### src/rtl/writeback_merge_buffer.sv
// Writeback merge buffer: accepts up to two results per cycle from the issue
// lanes into a small in-order circular buffer. It retires one result per cycle
// to the single register-file write port. A combinational two-port bypass
// lookup exposes the youngest pending value of any register.
module writeback_merge_buffer #(
  parameter int DEPTH  = 4,
  parameter int DATA_W = 32,
  parameter int ADDR_W = 5
) (
  input  logic                     clk,
  input  logic                     rst_n,
  // Lane 0 (older) and lane 1 (younger) results
  input  logic                     in0_valid,
  output logic                     in0_ready,
  input  logic [ADDR_W-1:0]        in0_rd,
  input  logic [DATA_W-1:0]        in0_data,
  input  logic                     in1_valid,
  output logic                     in1_ready,
  input  logic [ADDR_W-1:0]        in1_rd,
  input  logic [DATA_W-1:0]        in1_data,
  // Register-file write port
  output logic                     reg_write,
  output logic [ADDR_W-1:0]        write_reg,
  output logic [DATA_W-1:0]        write_data,
  // Bypass lookup
  input  logic [ADDR_W-1:0]        byp_reg1,
  input  logic [ADDR_W-1:0]        byp_reg2,
  output logic                     byp_hit1,
  output logic                     byp_hit2,
  output logic [DATA_W-1:0]        byp_data1,
  output logic [DATA_W-1:0]        byp_data2,
  output logic [$clog2(DEPTH):0]   occupancy
);

  localparam int PTR_W = $clog2(DEPTH);
  localparam int CNT_W = PTR_W + 1;
  localparam logic [CNT_W-1:0] DEPTH_C = CNT_W'(DEPTH);

  // Entry storage. The bypass lookup needs every entry in parallel, so this
  // is a register array rather than a RAM.
  logic [ADDR_W-1:0] rd_mem_q   [DEPTH];
  logic [DATA_W-1:0] data_mem_q [DEPTH];

  logic [PTR_W-1:0] rd_ptr_q, rd_ptr_d;
  logic [PTR_W-1:0] wr_ptr_q, wr_ptr_d;
  logic [CNT_W-1:0] count_q, count_d;
  logic [CNT_W-1:0] free;

  logic acc0, acc1;
  logic push0, push1;
  logic pop;
  logic [PTR_W-1:0] wr_ptr1;

  // Entries listed from oldest (index 0) to youngest
  logic [PTR_W-1:0] age_idx [DEPTH];
  logic [DEPTH-1:0] age_valid;

  // Readiness is derived from the registered count only, so a pop in the
  // same cycle never frees a slot early.
  always_comb begin
    free      = DEPTH_C - count_q;
    in0_ready = (free >= CNT_W'(1));
    in1_ready = (free >= CNT_W'(2));
    acc0      = in0_valid && in0_ready;
    acc1      = in1_valid && in1_ready;
    // x0 results complete the handshake but are dropped here
    push0     = acc0 && (in0_rd != '0);
    push1     = acc1 && (in1_rd != '0);
    pop       = (count_q != '0);
    // Lane 1 lands right after lane 0 to keep program order
    wr_ptr1   = wr_ptr_q + PTR_W'(push0);
  end

  // Next-state for pointers and count; pointers wrap naturally modulo DEPTH
  always_comb begin
    wr_ptr_d = wr_ptr_q + PTR_W'(push0) + PTR_W'(push1);
    rd_ptr_d = rd_ptr_q + PTR_W'(pop);
    count_d  = count_q + CNT_W'(push0) + CNT_W'(push1) - CNT_W'(pop);
  end

  // Pointer and count registers; reset discards all buffered results
  always_ff @(posedge clk or negedge rst_n) begin
    if (!rst_n) begin
      rd_ptr_q <= '0;
      wr_ptr_q <= '0;
      count_q  <= '0;
    end else begin
      rd_ptr_q <= rd_ptr_d;
      wr_ptr_q <= wr_ptr_d;
      count_q  <= count_d;
    end
  end

  // Entry writes; contents need no reset because the count qualifies them
  always_ff @(posedge clk) begin
    if (push0) begin
      rd_mem_q[wr_ptr_q]   <= in0_rd;
      data_mem_q[wr_ptr_q] <= in0_data;
    end
    if (push1) begin
      rd_mem_q[wr_ptr1]    <= in1_rd;
      data_mem_q[wr_ptr1]  <= in1_data;
    end
  end

  // Retire the head every cycle the buffer is non-empty; zeros when empty
  always_comb begin
    reg_write  = pop;
    write_reg  = pop ? rd_mem_q[rd_ptr_q]   : '0;
    write_data = pop ? data_mem_q[rd_ptr_q] : '0;
  end

  assign occupancy = count_q;

  // Age-ordered view of the buffer for the bypass search
  for (genvar gi = 0; gi < DEPTH; gi++) begin : g_age
    assign age_idx[gi]   = rd_ptr_q + PTR_W'(gi);
    assign age_valid[gi] = (CNT_W'(gi) < count_q);
  end

  // Bypass search, oldest to youngest, so the youngest match overrides
  always_comb begin
    byp_hit1  = 1'b0;
    byp_hit2  = 1'b0;
    byp_data1 = '0;
    byp_data2 = '0;
    for (int i = 0; i < DEPTH; i++) begin
      if (age_valid[i] && (byp_reg1 != '0) && (rd_mem_q[age_idx[i]] == byp_reg1)) begin
        byp_hit1  = 1'b1;
        byp_data1 = data_mem_q[age_idx[i]];
      end
      if (age_valid[i] && (byp_reg2 != '0) && (rd_mem_q[age_idx[i]] == byp_reg2)) begin
        byp_hit2  = 1'b1;
        byp_data2 = data_mem_q[age_idx[i]];
      end
    end
  end

endmodule
### config.mk
export PLATFORM = sky130hd
export DESIGN_NAME = writeback_merge_buffer
export DESIGN_NICKNAME = d
export VERILOG_FILES = /design/src/rtl/writeback_merge_buffer.sv
export SDC_FILE = /design/constraint.sdc
export NUM_CORES = 1
export LEC_CHECK = 0
export ABC_AREA = 1
export CORE_ASPECT_RATIO = 0.9
export CORE_MARGIN = 1
export CORE_UTILIZATION = 44
export DETAILED_ROUTE_END_ITERATION = 12
export PLACE_DENSITY = 0.71
export SYNTH_ARGS = -nofsm -noshare
export SYNTH_HDL_FRONTEND = slang
export SYNTH_SLANG_ARGS = --single-unit
### constraint.sdc
create_clock -name clk -period 10.7 [get_ports clk]
set_input_delay 1.07 -clock clk [delete_from_list [all_inputs] [get_ports clk]]
set_output_delay 1.07 -clock clk [all_outputs]
set_load 0.05 [all_outputs]
==> impl_metrics.py, run 1 <==
metrics = {
    "die": {
        "dieArea_um2": 32000,
        "die_h_um": 170,
        "initial_core_util_pct": 44.6,
        "io-pin-count": 197,
        "die_w_um": 188,
        "core_area_um2": 30800,
        "rows": 61,
    },
    "placement": {
        "io_buffers": 196,
        "dp.cells": 2713,
        "hpwl_mm": 30.5,
        "dp_slack_ns": 3.62,
        "place_congestion": 0.927,
    },
    "synth": {
        "yosysUniqueCellTypes": 31,
        "synth_top_family_by_area": "simple AND/OR/NAND/NOR gates",
        "avgSynthCellArea_um2": 6.10,
        "yosysTopAreaCell": "edfxtp_1",
        "ys.flop_type": "edfxtp_1",
        "yosys.area_share.adder_pct": 1.20,
        "synth_area_um2": 13800,
        "synth_compound_area_share_pct": 15.5,
        "syn_inst": 2257,
        "synthArstFlopShare_pct": 4.52,
        "ys_top_cells_by_area": "edfxtp_1 32%, nand2_1 22%, o21ai_0 14%",
        "synthSimpleGateAreaFrac_pct": 37.7,
        "synth.yosys.seq_area_share_pct": 33.6,
        "synth-xor-area-share_pct": 0.764,
        "synth.top_cell.area_share_pct": 32.3,
        "muxShareOfSynthArea_pct": 0,
        "synthesis.nets": 2357,
        "yosys_warnings": 0,
        "synth_edf_count": 148,
        "synth-seq-cells": 155,
    },
    "timing": {
        "rsz0062_at_grt": "false",
        "finalHoldWorstSlack_ns": 0.817,
        "slew_viol_final": 0,
        "period_share_pct": 72.4,
        "hold_viol_final": 0,
        "max_freq_mhz": 129,
        "worstMarginPinSlew_ns": 1.04,
        "setup_viol": 0,
        "fin_ws_ns": 2.95,
        "relSlewSlack_pct": 30.3,
        "finalSetupTns_ns": 0,
        "fin_worst_skew_ns": 0.0124,
        "fin_crit_ns": 7.75,
    },
    "clock_tree": {
        "clock_latency_ns": 0.44,
        "cts_setup_buffers": 0,
        "clk_pin_slew_ns": 0.08,
        "htree_levels": 4,
        "cts_resized": 0,
        "clockBufferDepth": 2,
        "cts_made_buffers": 17,
        "root_buffer": "clkbuf_16",
        "ctsHoldBuffers": 0,
        "clock_sinks": 155,
        "cts_tree": "done",
    },
    "setup_path": {
        "crit_path_cell_trace": "buf_4 -> inv_2 -> nand2_1 -> nand2_2 -> buf_4 -> nand2_1 -> nand2_1 -> nand2_1 -> nand2_1 -> nor2_4 -> nand3_2 -> nand2_1 -> nand3_1 -> nand2_1 -> nand2_1 -> clkdlybuf4s50_1",
        "crit_top_cell": "nand2_1",
        "cp-end-kind": "output pin",
        "critPathRequiredTime_ns": 9.63,
        "worstPathMaxFanout": 119,
        "critPathBufInv": 4,
        "crit_type": "flop to output pin",
        "cpMaxStageDelayCell": "nand3_2",
        "arrival_ns": 6.68,
        "crit_family": "simple AND/OR/NAND/NOR gates",
        "max_stage_delay_ns": 0.94,
        "r2r_slack_ns": 6.02,
        "critPathLaunchType": "flop",
    },
    "final_layout": {
        "syn2layout_area_growth_pct": 18.5,
        "fin_nets": 2423,
        "fillCellCount": 3005,
        "antenna_cells": 0,
        "layout.cells.non_filler": 2745,
        "final_layout_size_suffix_gt1_share_pct": 3.34,
    },
    "global_routing": {
        "gr-usage-all-layers_pct": 28.3,
        "grt_max_degree": 122,
        "antenna_found_initial": 0,
        "overflow": 0,
        "grt_pass1_wl_mm": 71.2,
        "grt_pass1_vias": 13631,
    },
    "route": {
        "wl_per_cell_um": 16.8,
        "routed_via_density": 5.50,
        "drtIter0Drc": 1636,
        "drtPass1Iterations": 6,
        "finalWirelength_mm": 46.1,
        "drc_errors": 0,
        "ant_nets": 0,
        "dr_total_vias": 15093,
    },
    "worst_hold_path": {
        "hold_class": "flop to flop",
    },
    "job": {
        "maxCapViolCount": 0,
    },
    "outcome": {
        "status": "completed",
    },
}
==> Yosys cell counts, types with 2 or more instances <==
master and instances:
buf_4 13, edfxtp_1 148, buf_2 55, nand3_1 128, fa_1 2, xnor2_1 3
nor2_1 263, nand4_1 65, or2_2 2, o21ai_1 36, xor2_1 9, ha_1 10
inv_2 3, buf_1 18, o21ai_0 382, inv_1 205, buf_6 6, a21oi_1 4
nand3_2 2, nand2_1 812, dfrtp_1 7, nor2_2 6, clkbuf_1 69, o21ai_2 2
==> per-layer routing <==
metal	up-vias	global-route usage, %	routed length [µm]
li1	7407	-	-
met1	6828	38.8	19900
met2	770	45.6	20600
met3	88	4.49	4470
met4	0	9.15	1100
met5	-	0	0
==> area by class of cell <==
cell class                 instances  area (µm²)  share of cell area, %
inverter                         209         785                   4.81
clock buffer                      18         429                   2.63
clock inverter                    14         150                  0.920
timing repair buffer             208        2050                   12.6
sequential                       155        4630                   28.4
multi-input combinational       1732        7760                   47.6
tap                              409         512                   3.14
==> sequential cells by signal (all words and copies together), names as in the netlist <==
name and cells:
wr_ptr_q 2, occupancy 3, rd_mem_q 20, data_mem_q 128
rd_ptr_q 2
==> placed cells by master, fill, tap and decap left out, types with 2 or more instances in the layout <==
cell	count
nand2_1	811
o21ai_0	378
nor2_1	261
inv_1	205
clkdlybuf4s50_1	196
edfxtp_1	148
nand3_1	120
nand4_1	65
o21ai_1	36
clkbuf_16	17
buf_4	12
xor2_1	9
ha_1	9
nor2_4	8
nand3_2	6
inv_6	5
dfrtp_1	5
a21oi_1	4
nand3_4	4
o21ai_4	4
xnor2_1	3
inv_2	3
or2_2	2
nand2_2	2
o21ai_2	2
fa_1	2
clkinvlp_4	2
clkinv_4	2
inv_8	2
dfrtp_4	2
==> final timing paths <==
| kind | from | to | depth (start not counted) |
|---|---|---|---|
| setup / recovery | rd_ptr_q[0]$_DFF_PN0_ | byp_data2[16] | 16 |
| hold / removal | occupancy[2]$_DFF_PN0_ | occupancy[2]$_DFF_PN0_ | 3 |
| setup reg to reg | occupancy[1]$_DFF_PN0_ | data_mem_q[0][4]$_DFFE_PP_ | 13 |
| hold reg to reg | occupancy[2]$_DFF_PN0_ | occupancy[2]$_DFF_PN0_ | 3 |
| max in group asynchronous | rst_n | rd_ptr_q[0]$_DFF_PN0_ | 1 |
| min in group asynchronous | rst_n | occupancy[2]$_DFF_PN0_ | 1 |
==> worst min-delay path: stages (launching register included) <==
cell     delay (ns)
dfrtp_1        0.44
inv_1          0.13
ha_1           0.15
xnor2_1        0.06
==> metrics by stage <==
step / cell area (µm²) / util (%)
finish: 16300 / 52.9
global route: 16300 / 52.9
CTS: 16300 / 52.9
detailed placement: 15700 / 51.0
global placement: 15700 / 51.0
floorplan: 13800 / -
==> cell families (layout without fill, tap and decap cells) <==
kind of cell	after synthesis	in the layout
buffers and inverters	370	449
DFF	155	155
AOI/OAI and AO/OA	425	425
and+or+nand+nor	1283	1283
xor gates and xnor gates	12	12
adders and majority gates	12	12
Power of run 1 is left out: the tool's default activity adds up to more than one toggle a clock period on the data nets, which glitch-free logic cannot reach.
==> inputs of run 2 (changes only) <==
--- a/config.mk
+++ b/config.mk
@@ -10,7 +10,7 @@
 export CORE_MARGIN = 1
 export CORE_UTILIZATION = 44
 export DETAILED_ROUTE_END_ITERATION = 12
-export PLACE_DENSITY = 0.71
+export PLACE_DENSITY = 0.73
 export SYNTH_ARGS = -nofsm -noshare
 export SYNTH_HDL_FRONTEND = slang
 export SYNTH_SLANG_ARGS = --single-unit
==> constraint.sdc (replaced) <==
create_clock -name clk -period 6.8 [get_ports clk]
set_input_delay 0.68 -clock clk [delete_from_list [all_inputs] [get_ports clk]]
set_output_delay 0.68 -clock clk [all_outputs]
set_load 0.05 [all_outputs]
==> run 2 against run 1 <==
Against the previous run:
- flip-flop and latch count stayed put
- hold slack worse by 0.31 ns
- non-clock buffer count is 13 higher
- utilization is 0.24 points higher
- count of clock-buffer cells in the layout stayed put
- first-iteration DRC count is 5.9% higher
- via count is 1.2% higher
==> impl_metrics.py, run 2 (same netlist as run 1, synthesis figures left out) <==
metrics = {
    "final_layout": {
        "final_layout_size_suffix_gt1_share_pct": 3.87,
        "layout.cells.non_filler": 2758,
        "regMostFlops": "data_mem_q",
        "syn2layout_area_growth_pct": 19.1,
        "mostFrequentLayoutCells": "811 x nand2_1, 378 x o21ai_0, 261 x nor2_1",
        "antenna_cells": 0,
        "final_common_cell": "nand2_1",
        "fin_nets": 2436,
        "largest_register_ff_count": 128,
        "fillCellCount": 2984,
    },
    "timing": {
        "relSlewSlack_pct": 14.4,
        "rsz0062_at_grt": "false",
        "fin_crit_ns": 6.00,
        "slew_viol_final": 0,
        "finalSetupTns_ns": 0,
        "period_share_pct": 88.3,
        "fin_worst_skew_ns": 0.0152,
        "worstMarginPinSlew_ns": 1.28,
        "setup_viol": 0,
        "max_freq_mhz": 167,
        "hold_viol_final": 0,
    },
    "route": {
        "wl_met2_mm": 20.7,
        "ant_nets": 0,
        "wl_per_cell_um": 16.9,
        "dr_total_vias": 15281,
        "drc_errors": 0,
        "finalWirelength_mm": 46.5,
        "wl_met3_mm": 4.95,
        "drtPass1Iterations": 6,
        "maxUsedRoutingLayer": "met4",
        "met1_length_mm": 19.3,
        "drtIter0Drc": 1732,
        "routed_via_density": 5.54,
    },
    "clock_tree": {
        "cts_setup_buffers": 0,
        "cts_resized": 0,
        "cts_tree": "done",
        "htree_levels": 4,
        "root_buffer": "clkbuf_16",
        "clock_sinks": 155,
        "clock_latency_ns": 0.44,
        "cts_made_buffers": 17,
        "clk_pin_slew_ns": 0.08,
        "ctsHoldBuffers": 0,
        "clockBufferDepth": 2,
    },
    "setup_path": {
        "critPathLaunch": "rd_ptr_q[0]$_DFF_PN0_",
        "worstPathMaxFanout": 105,
        "arrival_ns": 5.32,
        "critPathRequiredTime_ns": 6.12,
        "cp-end-kind": "output pin",
        "r2r-start": "occupancy[0]$_DFF_PN0_",
        "critPathLaunchType": "flop",
        "crit_type": "flop to output pin",
    },
    "global_routing": {
        "antenna_found_initial": 0,
        "grt_pass1_vias": 13887,
        "grt_pass1_wl_mm": 72.4,
        "grt_max_degree": 106,
        "overflow": 0,
        "gr-usage-all-layers_pct": 28.8,
    },
    "placement": {
        "io_buffers": 196,
        "dp.cells": 2726,
        "place_congestion": 0.954,
        "hpwl_mm": 30.2,
    },
    "die": {
        "dieArea_um2": 32000,
        "core_area_um2": 30800,
        "rows": 61,
        "die_h_um": 170,
        "initial_core_util_pct": 44.6,
        "die_w_um": 188,
        "io-pin-count": 197,
    },
    "outcome": {
        "status": "completed",
    },
    "worst_hold_path": {
        "hold_class": "input port to async pin",
    },
    "job": {
        "maxCapViolCount": 0,
    },
}
-- run 2: changes by cell type in the layout (fill, tap and decap cells not counted), sizes merged --
cell,previous run,this run
bufinv,1,0
buf,12,25
clkinv,5,4
inv,215,217
-- run 2: critical path: stages (launching register included) --
cell and delay [ns]:
dfrtp_4 0.77, buf_4 0.50, buf_4 0.73, nand2_1 0.15, nand2_1 0.15, o21ai_2 0.08, nand2_1 0.09, nand2_1 0.06
nor2_1 0.09, nand2_1 0.10, nor2_4 0.73, buf_4 0.40, nand2_1 0.09, nand2_1 0.09, clkdlybuf4s50_1 0.80
-- run 2: final timing paths --
kind,end,slack (ns),depth (start not counted)
max,byp_data1[7],0.80,14
min,wr_ptr_q[1]$_DFF_PN0_,0.51,1
max reg2reg,data_mem_q[2][5]$_DFFE_PP_,2.81,14
min reg2reg,occupancy[1]$_DFF_PN0_,0.81,2
max in group asynchronous,rd_ptr_q[0]$_DFF_PN0_,5.99,1
min in group clk,occupancy[1]$_DFF_PN0_,0.81,2
-- run 2: metal layers --
metal / track usage [%] / vias up
li1: - / 7431
met5: 0 / -
met2: 46.5 / 867
met1: 38.5 / 6871
met4: 11.3 / 0
met3: 5.07 / 112
-- run 2: stage by stage --
step	instance area (µm²)	hold slack, ns	util [%]	setup WS, ns
CTS	16400	0.516	53.1	0.872
global route	16400	0.542	53.1	0.394
detailed placement	15800	0.794	51.3	1.36
finish	16400	0.509	53.1	0.797
floorplan	13800	0.384	-	1.41
global placement	15800	0.772	51.3	1.46
-- run 2: cell type report --
| type | count | area (µm²) | area share [%] |
|---|---|---|---|
| clock inverters | 14 | 126 | 0.771 |
| inverters | 209 | 785 | 4.79 |
| repair buffers | 221 | 2150 | 13.1 |
| well taps | 409 | 512 | 3.12 |
| flip-flops and latches | 155 | 4630 | 28.2 |
| multi-input cells | 1732 | 7760 | 47.3 |
| clock buffers | 18 | 429 | 2.62 |
Power of run 2 is left out for the same reason.
==> edit: new RTL, flow settings as in run 2 <==
Make the reset (`rst_n`) synchronous in one clocked block.
--- a/src/rtl/writeback_merge_buffer.sv
+++ b/src/rtl/writeback_merge_buffer.sv
@@ -79,7 +79,7 @@
   end
 
   // Pointer and count registers; reset discards all buffered results
-  always_ff @(posedge clk or negedge rst_n) begin
+  always_ff @(posedge clk) begin
     if (!rst_n) begin
       rd_ptr_q <= '0;
       wr_ptr_q <= '0;
Function: differs if rst_n is asserted again (counterexample within 4 cycles, from zero or initial values and one cycle with rst_n low); with rst_n held inactive, the same outputs for 4 cycles.
==> edit against run 2 <==
Non-clock buffer count is 4 lower. Critical path depth is 1 higher. Largest cell class unchanged. Wire length is 0.62% higher. Hold slack better by 0.27 ns. Area after synthesis hardly changed. Fmax hardly changed. Final area is 0.15% lower. Highest routed layer unchanged. First-iteration DRC count is 11% lower. Sequential cell count stayed put. Critical endpoint is now byp_data1[20]. Worst setup slack hardly changed.
==> edit: results (changes against run 2) <==
GRT
  – Largest net degree at the start of global routing: 149 (+41%)
  – First-pass GRT wire length: 72.8 mm (+0.50%)
  – Vias in the first global route: 13900 (+0.050%)

Setup path
  – Flop2flop setup slack: 2.23 ns (-0.58 ns)
  – Setup crit start: rd_ptr_q[0]
  – FF-to-FF Start: occupancy[0]
  – Reg2Reg Depth: 13 (-1)
  – Worst setup path end: byp_data1[20]
  – Crit-path max cell delay: 0.89 ns (+0.09 ns)
  – CP max stage cell: nand3_2

Worst hold path
  – Min-delay worst type: flop to flop

Placement
  – GPL Wtd Cong: 0.965 (+1.2%)
  – Final HPWL DP: 30.9 mm (+2.3%)

Yosys
  – XOR/XNOR share of the synthesized area: 0.00827 (+0.000631)
  – Post-synthesis sequential area ratio: 0.333 (-0.00276)
  – Async SR Flop Fraction: 0 (-0.0452)
  – Synth top area cells: edfxtp_1 32%, nand2_1 22%, o21ai_0 12%
  – Post-Synth Adder-Cell Area: 0.0120 (about the same)
  – Distinct cell type count after synthesis: 27 (-13%)
  – Synth top cells by count: 820 x nand2_1, 343 x o21ai_0, 267 x nor2_1
  – Compound-cell area share of the yosys netlist: 0.154 (-0.00101)

Status
  – Status: finished, final reports clean

Clock network
  – CTS clock-pin slew for the worst setup and hold paths: 0.06 ns (-0.02 ns)

Routing
  – Initial DRC Count: 1534 (-11%)

Layout
  – Fin nets: 2437 (+0.041%)

Timing
  – Slew headroom: 0.201 (+0.0562)
  – Setup Skew: 0.00947 ns (-0.00569 ns)
## edit: how the worst min path moves through the flow
stage | end | slack, ns | cells after the start
after global routing | rd_mem_q[3][3] | 0.81 | 2
final | rd_mem_q[3][3] | 0.78 | 2
after global placement | rd_mem_q[3][3] | 0.77 | 2
after detailed placement | rd_mem_q[3][3] | 0.77 | 2
after floorplan | rd_ptr_q[0] | 0.65 | 3
after CTS | rd_mem_q[3][3] | 0.79 | 2
## edit: routing by layer
layer  up-vias  global-route usage  routed length [microns]
met2       836               0.484                    21200
met1      6816               0.376                    19300
met4         0               0.117                     1450
li1       7438                   -                        -
met3       101              0.0415                     4800
met5         -                   0                        0
## edit: final cells by class
type                            instances  share of cell area
Clock buffer                           19              0.0265
Clock inverter                         12             0.00910
Inverter                              209              0.0479
Multi-Input combinational cell       1737               0.475
Sequential cell                       155               0.281
Tap cell                              409              0.0313
Timing Repair Buffer                  217               0.130
## edit: power breakdown
group,leakage (nW),switching (mW),total (mW),internal [mW]
clock network,0.267,0.401,0.974,0.573
logic,5.60,4.71,6.42,1.71
registers,1.43,0.212,1.77,1.56
total,7.30,5.32,9.16,3.84
## edit: stage by stage
stage               instance area, sq um  setup WS, ns  hold WS (ns)  power (mW)
floorplan                          13800          1.39         0.652        6.22
global placement                   15800          1.46         0.767        7.99
detailed placement                 15800          1.38         0.771        8.10
CTS                                16400         0.933         0.785        9.07
global route                       16400         0.374         0.810        9.78
finish                             16400         0.797         0.780        9.16
## edit: logic make-up after synthesis
group                      count (synthesis)
xor gates and xnor gates                  13
and+or+nand+nor                         1291
buffers and inverters                    369
DFF                                      155
AOI/OAI and AO/OA                        421
adders and majority gates                 12
## edit: worst reg2reg max path: cells and delay by family, from the launching register on
kind	cells	cell delay [ns]
adder cells (fa/ha/maj)	3	0.73
AND/OR/NAND/NOR	4	1.14
flip-flops	1	0.38
buffers and inverters	4	0.79
AO/OA/AOI/OAI	1	0.58
XOR/XNOR	1	0.56
